`config.mk`:
```
export PLATFORM = sky130hd
export DESIGN_NAME = ospfb_frame_sequencer_flat
export DESIGN_NICKNAME = d
export VERILOG_FILES = /design/src/rtl/ospfb_frame_sequencer_if.sv /design/src/rtl/ospfb_frame_sequencer.sv /design/src/flat_wrapper.sv
export SDC_FILE = /design/constraint.sdc
export NUM_CORES = 1
export LEC_CHECK = 0
export CORE_ASPECT_RATIO = 1.4
export CORE_MARGIN = 2
export CORE_UTILIZATION = 38
export DETAILED_ROUTE_END_ITERATION = 12
export PLACE_DENSITY = 0.68
export SETUP_SLACK_MARGIN = 0.4
export SLEW_MARGIN = 20
export SYNTH_ARGS = -nofsm -noshare
export SYNTH_HDL_FRONTEND = slang
export SYNTH_SLANG_ARGS = --single-unit
```
`constraint.sdc`:
```
create_clock -name clk -period 3.2 [get_ports clk]
set_clock_uncertainty 0.15 [all_clocks]
set_input_delay 0.64 -clock clk [delete_from_list [all_inputs] [get_ports clk]]
set_output_delay 0.64 -clock clk [all_outputs]
set_load 0.01 [all_outputs]
```
`src/rtl/ospfb_frame_sequencer_if.sv`:
```
// Stream bundle between the ADC source, the OSPFB datapath and the downstream sink.
// A beat transfers on a rising clk edge where tvalid & tready; tdata/tlast are meaningful only while tvalid.
interface ospfb_frame_sequencer_if #(
   parameter int WIDTH = 16
);
   logic [WIDTH-1:0] s_tdata;
   logic             s_tvalid;
   logic             s_tready;
   logic [WIDTH-1:0] pfb_s_tdata;
   logic             pfb_s_tvalid;
   logic             pfb_s_tready;
   logic [WIDTH-1:0] pfb_m_tdata;
   logic             pfb_m_tvalid;
   logic             pfb_m_tready;
   logic [WIDTH-1:0] m_tdata;
   logic             m_tvalid;
   logic             m_tready;
   logic             m_tlast;

   // Environment side: ADC source, OSPFB datapath and downstream sink.
   modport master (
      output s_tdata, s_tvalid, pfb_s_tready, pfb_m_tdata, pfb_m_tvalid, m_tready,
      input  s_tready, pfb_s_tdata, pfb_s_tvalid, pfb_m_tready, m_tdata, m_tvalid, m_tlast
   );

   // Sequencer side.
   modport slave (
      input  s_tdata, s_tvalid, pfb_s_tready, pfb_m_tdata, pfb_m_tvalid, m_tready,
      output s_tready, pfb_s_tdata, pfb_s_tvalid, pfb_m_tready, m_tdata, m_tvalid, m_tlast
   );
endinterface

```
`src/rtl/ospfb_frame_sequencer.sv`:
```
// Run-control sequencer around the OSPFB: gates ADC input, drops priming frames,
// frames the output with tlast and tracks the oversampling phase rotation.
module ospfb_frame_sequencer #(
   parameter int WIDTH   = 16,
   parameter int FFT_LEN = 512,
   parameter int DEC_FAC = 384,
   parameter int PTAPS   = 8,
   parameter int FCNT_W  = 32,
   localparam int PW     = (FFT_LEN > 1) ? $clog2(FFT_LEN) : 1
) (
   input  logic              clk,
   input  logic              rst,
   input  logic              en,
   ospfb_frame_sequencer_if.slave bus,
   output logic [PW-1:0]     phase_idx,
   output logic [FCNT_W-1:0] frame_cnt,
   output logic              busy,
   output logic              overflow,
   output logic [1:0]        state
);
   localparam int IW  = (DEC_FAC > 1) ? $clog2(DEC_FAC) : 1;
   localparam int DFW = (PTAPS > 1) ? $clog2(PTAPS) : 1;
   localparam logic [IW-1:0]  ICNT_LAST = IW'(DEC_FAC - 1);
   localparam logic [PW-1:0]  OCNT_LAST = PW'(FFT_LEN - 1);
   localparam logic [DFW-1:0] DF_FULL   = DFW'(PTAPS - 1);
   localparam logic [PW:0]    DEC_EXT   = (PW + 1)'(DEC_FAC);
   localparam logic [PW:0]    LEN_EXT   = (PW + 1)'(FFT_LEN);

   typedef enum logic [1:0] {IDLE = 2'd0, PRIME = 2'd1, RUN = 2'd2, STOP = 2'd3} state_t;

   state_t         st;
   logic [IW-1:0]  icnt;
   logic [PW-1:0]  ocnt;
   logic [DFW-1:0] dframes;
   logic           in_open;

   logic [WIDTH-1:0] s_data;
   logic in_gate, discard, out_act;
   logic s_beat, o_beat, frame_end, in_last;
   logic [IW-1:0] icnt_nxt;
   logic [PW-1:0] ocnt_nxt;
   logic [PW-1:0] phase_nxt;
   logic [PW:0]   phase_sum;

   assign s_data          = bus.s_tdata;
   assign bus.pfb_s_tdata = s_data;
   assign bus.m_tdata     = bus.pfb_m_tdata;

   assign in_gate = (st == PRIME) || (st == RUN) || ((st == STOP) && in_open);
   assign discard = (dframes != DF_FULL);
   assign out_act = (st != IDLE);

   assign bus.pfb_s_tvalid = bus.s_tvalid & in_gate;
   assign bus.s_tready     = bus.pfb_s_tready & in_gate;
   assign bus.m_tvalid     = out_act & ~discard & bus.pfb_m_tvalid;
   assign bus.pfb_m_tready = out_act & (discard | bus.m_tready);
   assign bus.m_tlast      = bus.m_tvalid & (ocnt == OCNT_LAST);

   assign s_beat    = bus.s_tvalid & bus.s_tready;
   assign o_beat    = bus.pfb_m_tvalid & bus.pfb_m_tready;
   assign frame_end = o_beat & (ocnt == OCNT_LAST);
   assign in_last   = s_beat & (icnt == ICNT_LAST);

   // Rotation index advances by D modulo M using a single conditional subtract.
   always_comb begin
      icnt_nxt  = (icnt == ICNT_LAST) ? '0 : icnt + IW'(1);
      ocnt_nxt  = (ocnt == OCNT_LAST) ? '0 : ocnt + PW'(1);
      phase_sum = {1'b0, phase_idx} + DEC_EXT;
      phase_nxt = phase_sum[PW-1:0];
      if (phase_sum >= LEN_EXT) begin
         phase_sum = phase_sum - LEN_EXT;
         phase_nxt = phase_sum[PW-1:0];
      end
   end

   always_ff @(posedge clk or negedge rst) begin
      if (!rst) begin
         st        <= IDLE;
         icnt      <= '0;
         ocnt      <= '0;
         dframes   <= '0;
         in_open   <= 1'b0;
         phase_idx <= '0;
         frame_cnt <= '0;
         overflow  <= 1'b0;
         busy      <= 1'b0;
      end else if (st == IDLE) begin
         if (en) begin
            st        <= (PTAPS == 1) ? RUN : PRIME;
            busy      <= 1'b1;
            icnt      <= '0;
            ocnt      <= '0;
            dframes   <= '0;
            in_open   <= 1'b0;
            phase_idx <= '0;
            frame_cnt <= '0;
            overflow  <= 1'b0;
         end
      end else begin
         if (s_beat) icnt <= icnt_nxt;
         if (o_beat) ocnt <= ocnt_nxt;
         if (frame_end) begin
            phase_idx <= phase_nxt;
            if (discard) dframes   <= dframes + DFW'(1);
            else         frame_cnt <= frame_cnt + FCNT_W'(1);
         end
         if ((st == RUN) && bus.s_tvalid && !bus.s_tready) overflow <= 1'b1;

         if ((st == PRIME) || (st == RUN)) begin
            if (!en) begin
               // Keep input open only if this cycle leaves a partial DEC_FAC block.
               st      <= STOP;
               in_open <= s_beat ? (icnt_nxt != '0) : (icnt != '0);
            end else if ((st == PRIME) && frame_end && discard &&
                         (dframes + DFW'(1) == DF_FULL)) begin
               st <= RUN;
            end
         end else begin
            if (in_last) in_open <= 1'b0;
            if (frame_end && (!in_open || in_last)) begin
               st      <= IDLE;
               busy    <= 1'b0;
               in_open <= 1'b0;
            end
         end
      end
   end

   assign state = st;
endmodule
```
`src/flat_wrapper.sv`:
```
// flat-port wrapper written by rule: the top's interface ports become plain ports
module ospfb_frame_sequencer_flat 
#(
   parameter int WIDTH   = 16,
   parameter int FFT_LEN = 512,
   parameter int DEC_FAC = 384,
   parameter int PTAPS   = 8,
   parameter int FCNT_W  = 32,
   localparam int PW     = (FFT_LEN > 1) ? $clog2(FFT_LEN) : 1
)
  (clk, rst, en, phase_idx, frame_cnt, busy, overflow, state, bus_s_tdata, bus_s_tvalid, bus_pfb_s_tready, bus_pfb_m_tdata, bus_pfb_m_tvalid, bus_m_tready, bus_s_tready, bus_pfb_s_tdata, bus_pfb_s_tvalid, bus_pfb_m_tready, bus_m_tdata, bus_m_tvalid, bus_m_tlast);
  ospfb_frame_sequencer_if #(.WIDTH(WIDTH)) bus_i ();
  input  logic clk;
  input  logic rst;
  input  logic en;
  output logic [PW-1:0] phase_idx;
  output logic [FCNT_W-1:0] frame_cnt;
  output logic busy;
  output logic overflow;
  output logic [1:0] state;
  input wire logic [$bits(bus_i.s_tdata)-1:0] bus_s_tdata;
  input wire logic [$bits(bus_i.s_tvalid)-1:0] bus_s_tvalid;
  input wire logic [$bits(bus_i.pfb_s_tready)-1:0] bus_pfb_s_tready;
  input wire logic [$bits(bus_i.pfb_m_tdata)-1:0] bus_pfb_m_tdata;
  input wire logic [$bits(bus_i.pfb_m_tvalid)-1:0] bus_pfb_m_tvalid;
  input wire logic [$bits(bus_i.m_tready)-1:0] bus_m_tready;
  output wire logic [$bits(bus_i.s_tready)-1:0] bus_s_tready;
  output wire logic [$bits(bus_i.pfb_s_tdata)-1:0] bus_pfb_s_tdata;
  output wire logic [$bits(bus_i.pfb_s_tvalid)-1:0] bus_pfb_s_tvalid;
  output wire logic [$bits(bus_i.pfb_m_tready)-1:0] bus_pfb_m_tready;
  output wire logic [$bits(bus_i.m_tdata)-1:0] bus_m_tdata;
  output wire logic [$bits(bus_i.m_tvalid)-1:0] bus_m_tvalid;
  output wire logic [$bits(bus_i.m_tlast)-1:0] bus_m_tlast;
  assign bus_i.s_tdata = bus_s_tdata;
  assign bus_i.s_tvalid = bus_s_tvalid;
  assign bus_i.pfb_s_tready = bus_pfb_s_tready;
  assign bus_i.pfb_m_tdata = bus_pfb_m_tdata;
  assign bus_i.pfb_m_tvalid = bus_pfb_m_tvalid;
  assign bus_i.m_tready = bus_m_tready;
  assign bus_s_tready = bus_i.s_tready;
  assign bus_pfb_s_tdata = bus_i.pfb_s_tdata;
  assign bus_pfb_s_tvalid = bus_i.pfb_s_tvalid;
  assign bus_pfb_m_tready = bus_i.pfb_m_tready;
  assign bus_m_tdata = bus_i.m_tdata;
  assign bus_m_tvalid = bus_i.m_tvalid;
  assign bus_m_tlast = bus_i.m_tlast;
  ospfb_frame_sequencer #(.WIDTH(WIDTH), .FFT_LEN(FFT_LEN), .DEC_FAC(DEC_FAC), .PTAPS(PTAPS), .FCNT_W(FCNT_W)) u_core (.clk(clk), .rst(rst), .en(en), .bus(bus_i), .phase_idx(phase_idx), .frame_cnt(frame_cnt), .busy(busy), .overflow(overflow), .state(state));
endmodule
```
==> impl_results.md <==
- Max transition margin: 0.595
- CTS tree: built
- Fmax: 361 MHz
- # nets final: 519
- Post-DRT Antenna Nets: 0
- Post-layout minimum cycle time: 2.77 ns
- Vias: 3458
- Register-to-register setup slack: 0.43 ns
- Largest net degree at the start of global routing: 37
- Reg2Reg Launch Point: u_core.ocnt[5]
- CTS Root Cell: clkbuf_16
- RSZ-0062 raised after global routing: true
- Critical Path Start Type: register
- Syn Inst Count: 432
- N_diodes: 0
- GP Congestion: 0.884
- FP Rows: 43
- Area leader, netlist: dfrtp_1
- # DRC: 0
- Die W: 88.1 um
- Cell Pwr Density: 501 nW/um^2
- Global-route wire length before repair: 15.2 mm
- P&R area growth vs syn: 24.4%
- Port Buf Inserts: 49
- Fill cells: 940
- Gr usage total: 0.178
- CP Max Fanout: 6
- Initial Utilization: 0.384
- Syn. warnings: 0
- Worst Hold Class: in2async
- Cells on worst reg2reg path: 10
- Post-synth top cells: 60 x dfrtp_1, 40 x buf_4, 40 x o21ai_0
- H-tree levels: 3
- Kind of critical path: reg2reg
- Final period utilization: 0.866
- Final hold vios: 0
- Vias in the first global route: 3311
- Synth top area cells: dfrtp_1 40%, buf_4 8.0%, o21ai_0 5.3%, ha_1 4.0%, nand2_1 3.8%
- Num CTS Buffers: 9
- Critical path endpoint category: register
- Cell with the most instances after synthesis: dfrtp_1
- Count of flip-flops with a built-in enable after synthesis: 0
- Post-Syn Area: 3760 sq um
- Area of the die: 10700 sq um
- CTS sink count: 60
- PnR worst setup slack: 0.428 ns
- Syn_area_per_cell: 8.71 sq um
- Sum of negative setup slack: 0 ns
- Ports: 121
- Pins over their slew limit: 0
- Worst-Margin Slew: 0.608 ns
- Fraction of layout cells with a size suffix above 1: 0.159
- Drt via density: 5.69
- Drt first pass iters: 5
- Worst-Skew Late Latency: 0.33 ns
- Async set-reset flop share out of synthesis: 1.00
- CP arrival: 2.88 ns
- DR WL/cell: 15.8 um
- Grt ovf: 0
- Top-area cell type share of the netlist area: 0.399
- WL final: 9.58 mm
- Initial antenna violation count: 0
- Drt initial violations: 178
- Peak VDD IR: 0.297 mV
- Critical Path RT: 3.30 ns
- Yosys reg bits: 60
- Clock transition at the registers of the reported paths: 0.05 ns
- DP HPWL: 6.27 mm
- Total of max-cap violations: 0
- Outcome: finished clean
- Die Y: 122 um
- Post-synth cell types: 52
- Longest Clk Path Bufs: 2
- Core Util, Final: 0.478
- DP Worst Slack: 0.121 ns
- Pleak: 1.89 nW
- Core Region: 9790 sq um
- R2r endpoint: u_core.frame_cnt[19]
- Primary FF master, synth: dfrtp_1
- Post-synthesis sequential area ratio: 0.399
- Final setup vio count: 0
- Critical Path Start: u_core.ocnt[5]
through the flow:
stage / hold WS, ns / cell area (sq um) / power, W / std cells
after floorplan: 0.194 / 3800 / 0.00122 / 438
after global placement: 0.323 / 4160 / 0.00133 / 573
after detailed placement: 0.332 / 4160 / 0.00134 / 573
after CTS: 0.190 / 4580 / 0.00233 / 602
after global routing: 0.212 / 4680 / 0.00246 / 608
final: 0.166 / 4680 / 0.00234 / 608
area by class of cell:
type,count,area [sq um],area share
multi-input cells,310,1980,0.423
well taps,135,169,0.0361
repair buffers,77,703,0.150
clock buffers,13,270,0.0577
flip-flops and latches,60,1500,0.321
inverters,10,37.5,0.00802
clock inverters,3,20.0,0.00428
worst max-delay path, cell delays in order, from the launching register on:
cell and delay [ns]:
dfrtp_1 0.35, and3_4 0.22, nand2_2 0.07, nor2_2 0.13
ha_2 0.18, and4b_2 0.26, a21oi_4 0.08, or4_4 0.50
buf_6 0.15, or4_4 0.48, a21oi_2 0.14
layout by cell type (no fill, tap or decap), types with 11 or more instances in the layout:
cell type / n
dfrtp_1: 58
clkdlybuf4s50_1: 43
o21ai_0: 40
nand2_1: 37
buf_4: 25
nor2_1: 22
nand3_1: 21
a21oi_1: 21
nand4_1: 15
or3_1: 14
nor3_1: 11
state kept, by name, indices dropped and copies added (netlist names):
register	count
u_core.dframes	3
u_core.phase_idx	2
u_core.busy	1
u_core.state	2
u_core.overflow	1
u_core.frame_cnt	32
u_core.in_open	1
u_core.icnt	9
u_core.ocnt	9
power by group:
part	internal (W)	switching (W)	leakage, nW
sequential	0.000835	0.0000818	0.807
clock	0.000586	0.000343	0.138
combinational	0.000243	0.000256	0.946
cell families (layout without fill, tap and decap cells):
family                   after synthesis  count (layout)  share of synthesized area
AO/OA/AOI/OAI                        104             104                      0.167
XOR/XNOR                              14              14                     0.0326
adder cells (fa/ha/maj)               12              12                     0.0399
buffers and inverters                 69             103                      0.111
flip-flops                            60              60                      0.399
multiplexers                           2               2                    0.00565
other                                  1               7                   0.000996
AND/OR/NAND/NOR                      170             171                      0.245
layer usage:
metal	share of wire	track usage	vias up
met5	0	0	-
met4	0.029	0.0975	0
met3	0.051	0.0305	29
met2	0.51	0.304	131
met1	0.41	0.209	1698
li1	-	-	1600
how the worst max path moves through the flow:
stage                           end  slack, ns  cells after the start
2_1_floorplan  u_core.frame_cnt[26]       0.40                     10
6_report       u_core.frame_cnt[19]       0.43                     10
3_3_place_gp   u_core.frame_cnt[28]       0.17                      6
4_1_cts        u_core.frame_cnt[28]       0.39                     10
5_1_grt        u_core.frame_cnt[19]       0.38                     10
3_5_place_dp   u_core.frame_cnt[28]       0.12                      6
timing repair:
action / CTS / global route
buffers inserted: 12 / 6
cloned: 1 / 0
pin swaps: 10 / 21
hold buffers: 0 / 0
resized for setup: 18 / 13
endpoints found under the setup margin: 21 / 18
Power figures use the tool's default switching activity.
